==> src/rtl/ball_motion_if.sv <==
// Ball motion bus: block/paddle hit inputs and start/endgame controls in,
// registered and predicted ball position plus state flags out.
interface ball_motion_if;
  logic       start;
  logic       hit_up;
  logic       hit_down;
  logic       hit_left;
  logic       hit_right;
  logic       hit_bar;
  logic       endgame;
  logic [9:0] x_ball;
  logic [9:0] y_ball;
  logic [9:0] next_x;
  logic [9:0] next_y;
  logic       moving;
  logic       lose;

  modport master (
    output start, hit_up, hit_down, hit_left, hit_right, hit_bar, endgame,
    input  x_ball, y_ball, next_x, next_y, moving, lose
  );

  modport slave (
    input  start, hit_up, hit_down, hit_left, hit_right, hit_bar, endgame,
    output x_ball, y_ball, next_x, next_y, moving, lose
  );
endinterface

==> src/rtl/ball_motion.sv <==
// Breakout ball motion controller: steps the ball once per movement tick and
// reflects it off walls, paddle and blocks, publishing current and next position.
module ball_motion #(
  parameter int X_INIT   = 320,
  parameter int Y_INIT   = 400,
  parameter int R_BALL   = 8,
  parameter int H_RES    = 640,
  parameter int V_RES    = 480,
  parameter int STEP     = 1,
  parameter int TICK_DIV = 250000
) (
  input  logic         clock,
  input  logic         reset,
  ball_motion_if.slave bus
);

  localparam int CNT_W = $clog2(TICK_DIV);

  localparam logic [9:0] X_INIT_V   = 10'(X_INIT);
  localparam logic [9:0] Y_INIT_V   = 10'(Y_INIT);
  localparam logic [9:0] STEP_V     = 10'(STEP);
  localparam logic [9:0] EDGE_LO    = 10'(R_BALL);
  localparam logic [9:0] RIGHT_LIM  = 10'(H_RES - 1 - R_BALL);
  localparam logic [9:0] BOTTOM_LIM = 10'(V_RES - 1 - R_BALL);
  localparam logic [CNT_W-1:0] TICK_LAST = CNT_W'(TICK_DIV - 1);

  typedef enum logic [1:0] {
    IDLE = 2'd0,
    MOVE = 2'd1,
    LOST = 2'd2
  } state_t;

  state_t           state_q, state_d;
  logic [CNT_W-1:0] cnt_q, cnt_d;
  logic [9:0]       x_q, x_d, y_q, y_d;
  logic             dir_x_q, dir_x_d, dir_y_q, dir_y_d;
  logic             moving_q, moving_d, lose_q, lose_d;
  logic             eff_dx, eff_dy, in_move, tick;
  logic [9:0]       step_x, step_y;

  assign in_move = (state_q == MOVE);
  assign tick    = in_move && (cnt_q == TICK_LAST);

  // Hits override walls so a ball never steps into a block; first match wins per axis
  always_comb begin
    eff_dx = dir_x_q;
    if (bus.hit_left) eff_dx = 1'b0;
    else if (bus.hit_right) eff_dx = 1'b1;
    else if (x_q <= EDGE_LO) eff_dx = 1'b1;
    else if (x_q >= RIGHT_LIM) eff_dx = 1'b0;
    else eff_dx = dir_x_q;

    eff_dy = dir_y_q;
    if (bus.hit_bar) eff_dy = 1'b0;
    else if (bus.hit_up) eff_dy = 1'b0;
    else if (bus.hit_down) eff_dy = 1'b1;
    else if (y_q <= EDGE_LO) eff_dy = 1'b1;
    else eff_dy = dir_y_q;
  end

  assign step_x = eff_dx ? (x_q + STEP_V) : (x_q - STEP_V);
  assign step_y = eff_dy ? (y_q + STEP_V) : (y_q - STEP_V);

  // Next-state, counter, position and direction
  always_comb begin
    state_d = state_q;
    cnt_d   = cnt_q;
    x_d     = x_q;
    y_d     = y_q;
    dir_x_d = dir_x_q;
    dir_y_d = dir_y_q;
    case (state_q)
      IDLE: begin
        cnt_d = '0;
        if (bus.endgame) state_d = LOST;
        else if (bus.start) state_d = MOVE;
        else state_d = IDLE;
      end
      MOVE: begin
        cnt_d   = tick ? '0 : (cnt_q + CNT_W'(1));
        dir_x_d = eff_dx;
        dir_y_d = eff_dy;
        // Loss and endgame both suppress the step taken on this cycle
        if (bus.endgame) begin
          state_d = LOST;
        end else if (tick && (y_q >= BOTTOM_LIM) && !bus.hit_bar) begin
          state_d = LOST;
        end else if (tick) begin
          x_d = step_x;
          y_d = step_y;
        end else begin
          state_d = MOVE;
        end
      end
      LOST: begin
        if (bus.start) begin
          state_d = IDLE;
          cnt_d   = '0;
          x_d     = X_INIT_V;
          y_d     = Y_INIT_V;
          dir_x_d = 1'b1;
          dir_y_d = 1'b0;
        end else begin
          state_d = LOST;
        end
      end
      default: state_d = IDLE;
    endcase
    moving_d = (state_d == MOVE);
    lose_d   = (state_d == LOST);
  end

  // State and datapath registers
  always_ff @(posedge clock) begin
    if (reset) begin
      state_q  <= IDLE;
      cnt_q    <= '0;
      x_q      <= X_INIT_V;
      y_q      <= Y_INIT_V;
      dir_x_q  <= 1'b1;
      dir_y_q  <= 1'b0;
      moving_q <= 1'b0;
      lose_q   <= 1'b0;
    end else begin
      state_q  <= state_d;
      cnt_q    <= cnt_d;
      x_q      <= x_d;
      y_q      <= y_d;
      dir_x_q  <= dir_x_d;
      dir_y_q  <= dir_y_d;
      moving_q <= moving_d;
      lose_q   <= lose_d;
    end
  end

  assign bus.x_ball = x_q;
  assign bus.y_ball = y_q;
  assign bus.next_x = in_move ? step_x : x_q;
  assign bus.next_y = in_move ? step_y : y_q;
  assign bus.moving = moving_q;
  assign bus.lose   = lose_q;

endmodule

==> src/flat_wrapper.sv <==
// flat-port wrapper written by rule: the top's interface ports become plain ports
module ball_motion_flat 
#(
  parameter int X_INIT   = 320,
  parameter int Y_INIT   = 400,
  parameter int R_BALL   = 8,
  parameter int H_RES    = 640,
  parameter int V_RES    = 480,
  parameter int STEP     = 1,
  parameter int TICK_DIV = 250000
)
  (clock, reset, bus_start, bus_hit_up, bus_hit_down, bus_hit_left, bus_hit_right, bus_hit_bar, bus_endgame, bus_x_ball, bus_y_ball, bus_next_x, bus_next_y, bus_moving, bus_lose);
  ball_motion_if bus_i ();
  input  logic clock;
  input  logic reset;
  input wire logic [$bits(bus_i.start)-1:0] bus_start;
  input wire logic [$bits(bus_i.hit_up)-1:0] bus_hit_up;
  input wire logic [$bits(bus_i.hit_down)-1:0] bus_hit_down;
  input wire logic [$bits(bus_i.hit_left)-1:0] bus_hit_left;
  input wire logic [$bits(bus_i.hit_right)-1:0] bus_hit_right;
  input wire logic [$bits(bus_i.hit_bar)-1:0] bus_hit_bar;
  input wire logic [$bits(bus_i.endgame)-1:0] bus_endgame;
  output wire logic [$bits(bus_i.x_ball)-1:0] bus_x_ball;
  output wire logic [$bits(bus_i.y_ball)-1:0] bus_y_ball;
  output wire logic [$bits(bus_i.next_x)-1:0] bus_next_x;
  output wire logic [$bits(bus_i.next_y)-1:0] bus_next_y;
  output wire logic [$bits(bus_i.moving)-1:0] bus_moving;
  output wire logic [$bits(bus_i.lose)-1:0] bus_lose;
  assign bus_i.start = bus_start;
  assign bus_i.hit_up = bus_hit_up;
  assign bus_i.hit_down = bus_hit_down;
  assign bus_i.hit_left = bus_hit_left;
  assign bus_i.hit_right = bus_hit_right;
  assign bus_i.hit_bar = bus_hit_bar;
  assign bus_i.endgame = bus_endgame;
  assign bus_x_ball = bus_i.x_ball;
  assign bus_y_ball = bus_i.y_ball;
  assign bus_next_x = bus_i.next_x;
  assign bus_next_y = bus_i.next_y;
  assign bus_moving = bus_i.moving;
  assign bus_lose = bus_i.lose;
  ball_motion #(.X_INIT(X_INIT), .Y_INIT(Y_INIT), .R_BALL(R_BALL), .H_RES(H_RES), .V_RES(V_RES), .STEP(STEP), .TICK_DIV(TICK_DIV)) u_core (.clock(clock), .reset(reset), .bus(bus_i));
endmodule
==> config.mk <==
export PLATFORM = sky130hd
export DESIGN_NAME = ball_motion_flat
export DESIGN_NICKNAME = d
export VERILOG_FILES = /design/src/rtl/ball_motion_if.sv /design/src/rtl/ball_motion.sv /design/src/flat_wrapper.sv
export SDC_FILE = /design/constraint.sdc
export NUM_CORES = 1
export LEC_CHECK = 0
export CORE_ASPECT_RATIO = 1.1
export CORE_MARGIN = 4
export CORE_UTILIZATION = 58
export CTS_CLUSTER_DIAMETER = 40
export DETAILED_ROUTE_END_ITERATION = 8
export DONT_BUFFER_PORTS = 1
export PLACE_DENSITY_LB_ADDON = 0.25
export SLEW_MARGIN = 5
export SYNTH_ARGS = -nofsm -noshare
export SYNTH_HDL_FRONTEND = slang
export SYNTH_SLANG_ARGS = --single-unit
==> constraint.sdc <==
create_clock -name clock -period 3.3 [get_ports clock]
set_input_delay 0.66 -clock clock [delete_from_list [all_inputs] [get_ports clock]]
set_output_delay 0.66 -clock clock [all_outputs]
set_load 0.05 [all_outputs]
==> results of run 1 <==
## power by group through the flow
stage / Combinational [uW] / Clock (uW) / Sequential (uW)
floorplan: 242 / 0 / 600
global placement: 393 / 0 / 568
detailed placement: 403 / 0 / 569
CTS: 450 / 363 / 557
global route: 528 / 394 / 561
finish: 508 / 371 / 560
## metrics by stage
step / hold slack [ns] / worst slack, ns
finish: 0.402 / -0.725
global route: 0.395 / -0.877
CTS: 0.398 / -0.446
detailed placement: 0.481 / -0.255
global placement: 0.465 / -0.0532
floorplan: 0.451 / -0.139
## per-layer routing
metal	part of all wire (%)	routed length [microns]
met3	11	1230
met5	0	0
met2	47	5400
met1	35	3980
met4	7.6	869
## kinds of logic after synthesis
logic type / Yosys count / synth area share [%]
flip-flops: 44 / 29.9
adder cells (fa/ha/maj): 19 / 8.57
buffers and inverters: 23 / 3.31
XOR/XNOR: 29 / 8.61
AO/OA/AOI/OAI: 98 / 19.9
AND/OR/NAND/NOR: 175 / 29.7
## repair_timing
item | 4_1_cts | 5_1_grt
pin swaps | 18 | 11
resized for setup | 37 | 19
setup endpoints to repair | 13 | 13
endpoints found under the hold margin | 0 | 0
setup buffers | 3 | 4
## layout by cell type, fill, tap and decap left out, types with 5 or more instances in the layout
| cell type | n |
|---|---|
| nand2_1 | 50 |
| buf_4 | 50 |
| nor2_1 | 36 |
| a21oi_1 | 29 |
| dfxtp_1 | 25 |
| nand3_1 | 17 |
| o21ai_0 | 15 |
| xor2_1 | 15 |
| dfxtp_2 | 15 |
| or3_1 | 12 |
| ha_4 | 12 |
| buf_12 | 11 |
| o21ai_2 | 10 |
| o21ai_1 | 9 |
| inv_1 | 8 |
| xnor2_1 | 8 |
| and3_1 | 8 |
| nand4_1 | 7 |
| nor3_1 | 6 |
| clkbuf_8 | 6 |
| o211ai_1 | 5 |
## state kept, by name, summed over array words and instances (netlist names)
signal             flops
u_core.dir_x_q         1
u_core.state_q         2
u_core.bus.moving      1
u_core.bus.lose        1
u_core.bus.y_ball     10
u_core.cnt_q          18
u_core.dir_y_q         1
u_core.bus.x_ball     10
## final timing paths
| path | to | slack [ns] |
|---|---|---|
| max | bus_next_x[9] | -0.72 |
| min reg2reg | u_core.cnt_q[17] | 0.50 |
| max reg2reg | u_core.bus.x_ball[9] | 0.07 |
| min | u_core.bus.x_ball[9] | 0.40 |
## area by class of cell
type | instances | area share (%)
clock buffer | 6 | 1.97
clock inverter | 2 | 0.328
multi-input combinational | 321 | 58.1
sequential | 44 | 21.8
timing repair buffer | 64 | 15.1
tap | 56 | 1.67
inverter | 10 | 0.956
==> results.sh, run 1 <==
export IMPL_firstDrtPassIters=6
export IMPL_hold_class="in2reg"
export IMPL_path_max_fanout=9
export IMPL_clock_path_buffers=2
export IMPL_grtUsageMet3_pct=6.49
export IMPL_switching_power_uw=522
export IMPL_p_seq_share_pct=38.9
export IMPL_top_usage_layer="met2"
export IMPL_numCtsBuffers=5
export IMPL_synthFlopType="dfxtp_1"
export IMPL_nFillCells=225
export IMPL_synth_edf_count=0
export IMPL_placed_area_sq_um=3720
export IMPL_grt_setup_unrepaired="true"
export IMPL_syn_area_per_cell_sq_um=7.60
export IMPL_seqCellArea_sq_um=915
export IMPL_internal_power_uw=916
export IMPL_setup_violations=13
export IMPL_drtIter0Drc=548
export IMPL_cp_depth=13
export IMPL_syn_inst=388
export IMPL_timing_fmax_mhz=248
export IMPL_ys_async_sr_fraction_pct=0
export IMPL_fin_tns_setup_ns=-3.99
export IMPL_powerDensity_nw_per_um2=343
export IMPL_boundaryPins=51
export IMPL_final_util_pct=87.6
export IMPL_cts_tree="done"
export IMPL_fin_ws_ns=-0.725
export IMPL_hold_path_startpoint="reset"
export IMPL_die_x_microns=76
export IMPL_yosysWarningCount=0
export IMPL_final_area_sq_um=4190
export IMPL_crit_buf_inv=3
export IMPL_portBuffers=0
export IMPL_yosysMostFrequentCell="nand2_1"
export IMPL_synth_area_leaders="dfxtp_1 30%, ha_1 7.2%, nand2_1 6.9%, o21ai_0 5.9%, a21oi_1 5.6%"
export IMPL_critical_path_class="reg2out"
export IMPL_die_y_microns=82.8
export IMPL_grt_first_pass_wirelength_mm=15.7
export IMPL_critPathCaptureType="primary output"
export IMPL_hpwl_mm=6.47
export IMPL_grt_use_met1_pct=34.8
export IMPL_grt_ovfl_total=0
export IMPL_synth_largest_area_cell="dfxtp_1"
export IMPL_hold_violations=0
export IMPL_p_leak_uw=0.00158
export IMPL_drc=0
export IMPL_clk_latency_ns=0.31
export IMPL_maxSlewHeadroom_pct=36.2
export IMPL_row_count=26
export IMPL_switching_share_pct=36.3
export IMPL_synth_seq_cells=44
export IMPL_antenna_found_initial=0
export IMPL_grt_pass1_vias=3289
export IMPL_met2_usage_pct=49.8
export IMPL_placed_cells=488
export IMPL_period_share_pct=122
export IMPL_worst_ep_arrival_time_ns=3.36
export IMPL_cp_required_ns=2.64
export IMPL_drive_above_1_share_pct=35.6
export IMPL_diodes=0
export IMPL_nNetsFinal=474
export IMPL_htreeDepth=2
export IMPL_cp_start_kind="flop"
export IMPL_worst_pin_slew_ns=0.955
export IMPL_seq_area_frac_synth_pct=29.9
export IMPL_clockPowerShare_pct=25.8
export IMPL_holdBufCountCts=0
export IMPL_power_uw=1440
export IMPL_finalMaxSlewViolations=0
export IMPL_cts_sinks=44
export IMPL_area_delta_synth_final_pct=42.0
export IMPL_fin_cells=503
export IMPL_crit_family="compound AO/OA/AOI/OAI gates"
export IMPL_synth_nets=416
export IMPL_start_util_pct=61.7
export IMPL_ir_drop_uv=412
export IMPL_cts_root_buffer="clkbuf_8"
export IMPL_clk_pin_slew_worst_paths_ns=0.09
export IMPL_core_sq_um=4780
export IMPL_wl_per_cell_microns=22.8
export IMPL_crit_path_start="u_core.bus.x_ball[7]"
export IMPL_drv_cap=0
export IMPL_ys_types=48
export IMPL_path_cells="o21ai_0, a21oi_1, a211oi_4, inv_4, buf_4, ha_4, o21ai_4, o211ai_1, o211ai_1, xnor2_1, nor2_2, xor2_4, buf_12"
export IMPL_outcome="complete, but fails checks"
export IMPL_postRouteAntennaNets=0
export IMPL_fin_crit_ns=4.02
export IMPL_combPwrFrac_pct=35.3
export IMPL_cpPeakStageDelay_ns=0.35
export IMPL_grt_use_total_pct=29.7
export IMPL_skew_ns=0.00664
export IMPL_multi_input_area_sq_um=2440
export IMPL_dieArea_sq_um=6290
export IMPL_place_congestion=0.990
export IMPL_synth_common_cells="54 x nand2_1, 44 x dfxtp_1, 37 x nor2_1, 35 x o21ai_0, 33 x a21oi_1"
export IMPL_r2r_start="u_core.bus.x_ball[7]"
export IMPL_yosysTopAreaCellShare_pct=29.9
export IMPL_r2r_cells=13
export IMPL_drt_total_wl_mm=11.5
export IMPL_via_per_inst=7.06
export IMPL_whs_path_depth=1
export IMPL_cpMostUsedCell="o211ai_1"
export IMPL_vias=3551
export IMPL_synthesis_area_sq_um=2950
export IMPL_violations="negative setup slack"
export IMPL_slowest_stage="dfxtp_2"
export IMPL_grt_start_max_net_pins=36
Power figures use the tool's default switching activity.
==> inputs of run 2 (changes only) <==
Settings changed: CELL_PAD_IN_SITES_DETAIL_PLACEMENT from default to 1, CELL_PAD_IN_SITES_GLOBAL_PLACEMENT from default to 1, CORE_UTILIZATION 58 to 43, CTS_BUF_LIST from default to sky130_fd_sc_hd__clkbuf_8, PLACE_DENSITY from default to 0.85, PLACE_DENSITY_LB_ADDON 0.25 to default.
==> run 2 against run 1 <==
Wire length grew 56%. Utilization shrank 15 points. Non-clock buffer count grew 30. The flow still finishes with violations (negative setup slack). Highest routed layer unchanged. Largest cell class unchanged.
==> results.sh, run 2 (same netlist as run 1, synthesis figures left out) <==
export IMPL_hold_path_startpoint="reset"
export IMPL_row_count=31
export IMPL_numCtsBuffers=5
export IMPL_nNetsFinal=504
export IMPL_cp_required_ns=2.64
export IMPL_grt_start_max_net_pins=27
export IMPL_die_y_microns=94.9
export IMPL_die_x_microns=87.0
export IMPL_cp_start_kind="flop"
export IMPL_timing_fmax_mhz=237
export IMPL_hold_path_endpoint="u_core.bus.y_ball[5]"
export IMPL_grt_pass1_vias=3847
export IMPL_final_util_pct=72.4
export IMPL_r2r_cells=15
export IMPL_largest_register="u_core.cnt_q"
export IMPL_grt_use_total_pct=34.9
export IMPL_top_layer="met4"
export IMPL_hold_class="in2reg"
export IMPL_grt_first_pass_wirelength_mm=22.0
export IMPL_boundaryPins=51
export IMPL_finalMaxSlewViolations=0
export IMPL_dp_slack_ns=-0.241
export IMPL_setup_violations=17
export IMPL_drt_total_wl_mm=17.9
export IMPL_hold_violations=0
export IMPL_vias=3974
export IMPL_place_congestion=0.997
export IMPL_postRouteAntennaNets=0
export IMPL_final_area_sq_um=4800
export IMPL_maxSlewHeadroom_pct=26.8
export IMPL_grt_ovfl_total=0
export IMPL_met2_length_mm=8.43
export IMPL_drive_above_1_share_pct=45.7
export IMPL_cts_sinks=44
export IMPL_period_share_pct=128
export IMPL_largest_reg_flops=18
export IMPL_wl_per_cell_microns=31.9
export IMPL_met1_length_mm=6.33
export IMPL_drv_cap=0
export IMPL_final_cell_mix="69 x buf_4, 50 x nand2_1, 34 x nor2_1"
export IMPL_cts_tree="done"
export IMPL_fin_tns_setup_ns=-6.49
export IMPL_violations="negative setup slack"
export IMPL_hpwl_mm=7.76
export IMPL_path_max_fanout=5
export IMPL_core_sq_um=6630
export IMPL_drtIter0Drc=357
export IMPL_worst_ep_arrival_time_ns=3.55
export IMPL_whs_path_depth=1
export IMPL_placed_cells=521
export IMPL_start_util_pct=44.5
export IMPL_critPathCaptureType="primary output"
export IMPL_r2r_setup_slack_ns=-0.29
export IMPL_placed_area_sq_um=3810
export IMPL_r2r_start="u_core.bus.x_ball[6]"
export IMPL_worst_pin_slew_ns=1.10
export IMPL_grt_setup_unrepaired="true"
export IMPL_htreeDepth=2
export IMPL_via_per_inst=7.11
export IMPL_cts_root_buffer="clkbuf_8"
export IMPL_portBuffers=0
export IMPL_antenna_found_initial=0
export IMPL_holdBufCountCts=0
export IMPL_clk_pin_slew_worst_paths_ns=0.12
export IMPL_critical_path_class="reg2out"
export IMPL_drc=0
export IMPL_fin_cells=559
export IMPL_ir_drop_uv=381
export IMPL_fin_crit_ns=4.21
export IMPL_p_leak_uw=0.00181
export IMPL_rr_endpoint="u_core.bus.x_ball[9]"
export IMPL_clk_latency_ns=0.34
export IMPL_dieArea_sq_um=8250
export IMPL_layout_commonest_cell="buf_4"
export IMPL_skew_ns=0.0307
export IMPL_area_delta_synth_final_pct=62.8
export IMPL_firstDrtPassIters=5
export IMPL_outcome="complete, but fails checks"
export IMPL_route_met3_wl_mm=1.63
export IMPL_fin_ws_ns=-0.914
export IMPL_diodes=0
export IMPL_clock_path_buffers=2
export IMPL_powerDensity_nw_per_um2=349
run 2: repair_timing:
item / in CTS / in global routing
endpoints found under the setup margin: 13 / 16
cloned: 0 / 0
buffers inserted: 14 / 16
gates resized for setup: 66 / 52
pin swaps: 32 / 43
run 2: worst max path at each step:
stage                               from  slack [ns]             to  cells past startpoint
finish              u_core.bus.x_ball[6]       -0.91  bus_next_x[7]                     14
CTS                 u_core.bus.x_ball[9]       -0.42  bus_next_x[9]                     13
global route        u_core.bus.x_ball[6]       -0.93  bus_next_x[7]                     14
detailed placement  u_core.bus.x_ball[0]       -0.24  bus_next_x[7]                     11
global placement    u_core.bus.x_ball[0]       -0.06  bus_next_x[7]                     11
floorplan           u_core.bus.x_ball[6]       -0.14  bus_next_x[9]                     11
run 2: through the flow:
step / power [uW] / hold slack, ns
6_report: 1680 / 0.383
3_3_place_gp: 971 / 0.458
2_1_floorplan: 842 / 0.451
3_5_place_dp: 989 / 0.474
5_1_grt: 1710 / 0.379
4_1_cts: 1510 / 0.392
run 2: power breakdown:
part | switching, uW | internal (uW)
registers | 23.8 | 541
clock network | 231 | 229
logic | 379 | 272
run 2: routing by layer:
metal	up-vias	global-route usage, %
met3	132	6.28
met1	1906	39.2
met2	372	64.1
met4	0	14.4
li1	1564	-
met5	-	0
run 2: area by class of cell:
type | count | area (sq um)
inverters | 10 | 42.5
fillers | 686 | 1830
flip-flops and latches | 44 | 915
clock inverters | 3 | 46.3
repair buffers | 94 | 926
well taps | 82 | 103
multi-input cells | 321 | 2700
clock buffers | 5 | 68.8
run 2: critical path, stage by stage (launching register included):
cell	delay [ns]
dfxtp_4	0.37
nor4_4	0.34
nand3_2	0.14
a211oi_4	0.34
clkinv_4	0.12
buf_12	0.16
ha_4	0.30
nand3_2	0.08
o211ai_1	0.24
buf_4	0.19
buf_6	0.12
o41ai_4	0.06
xnor2_1	0.34
nand2_1	0.17
nand2_4	0.25
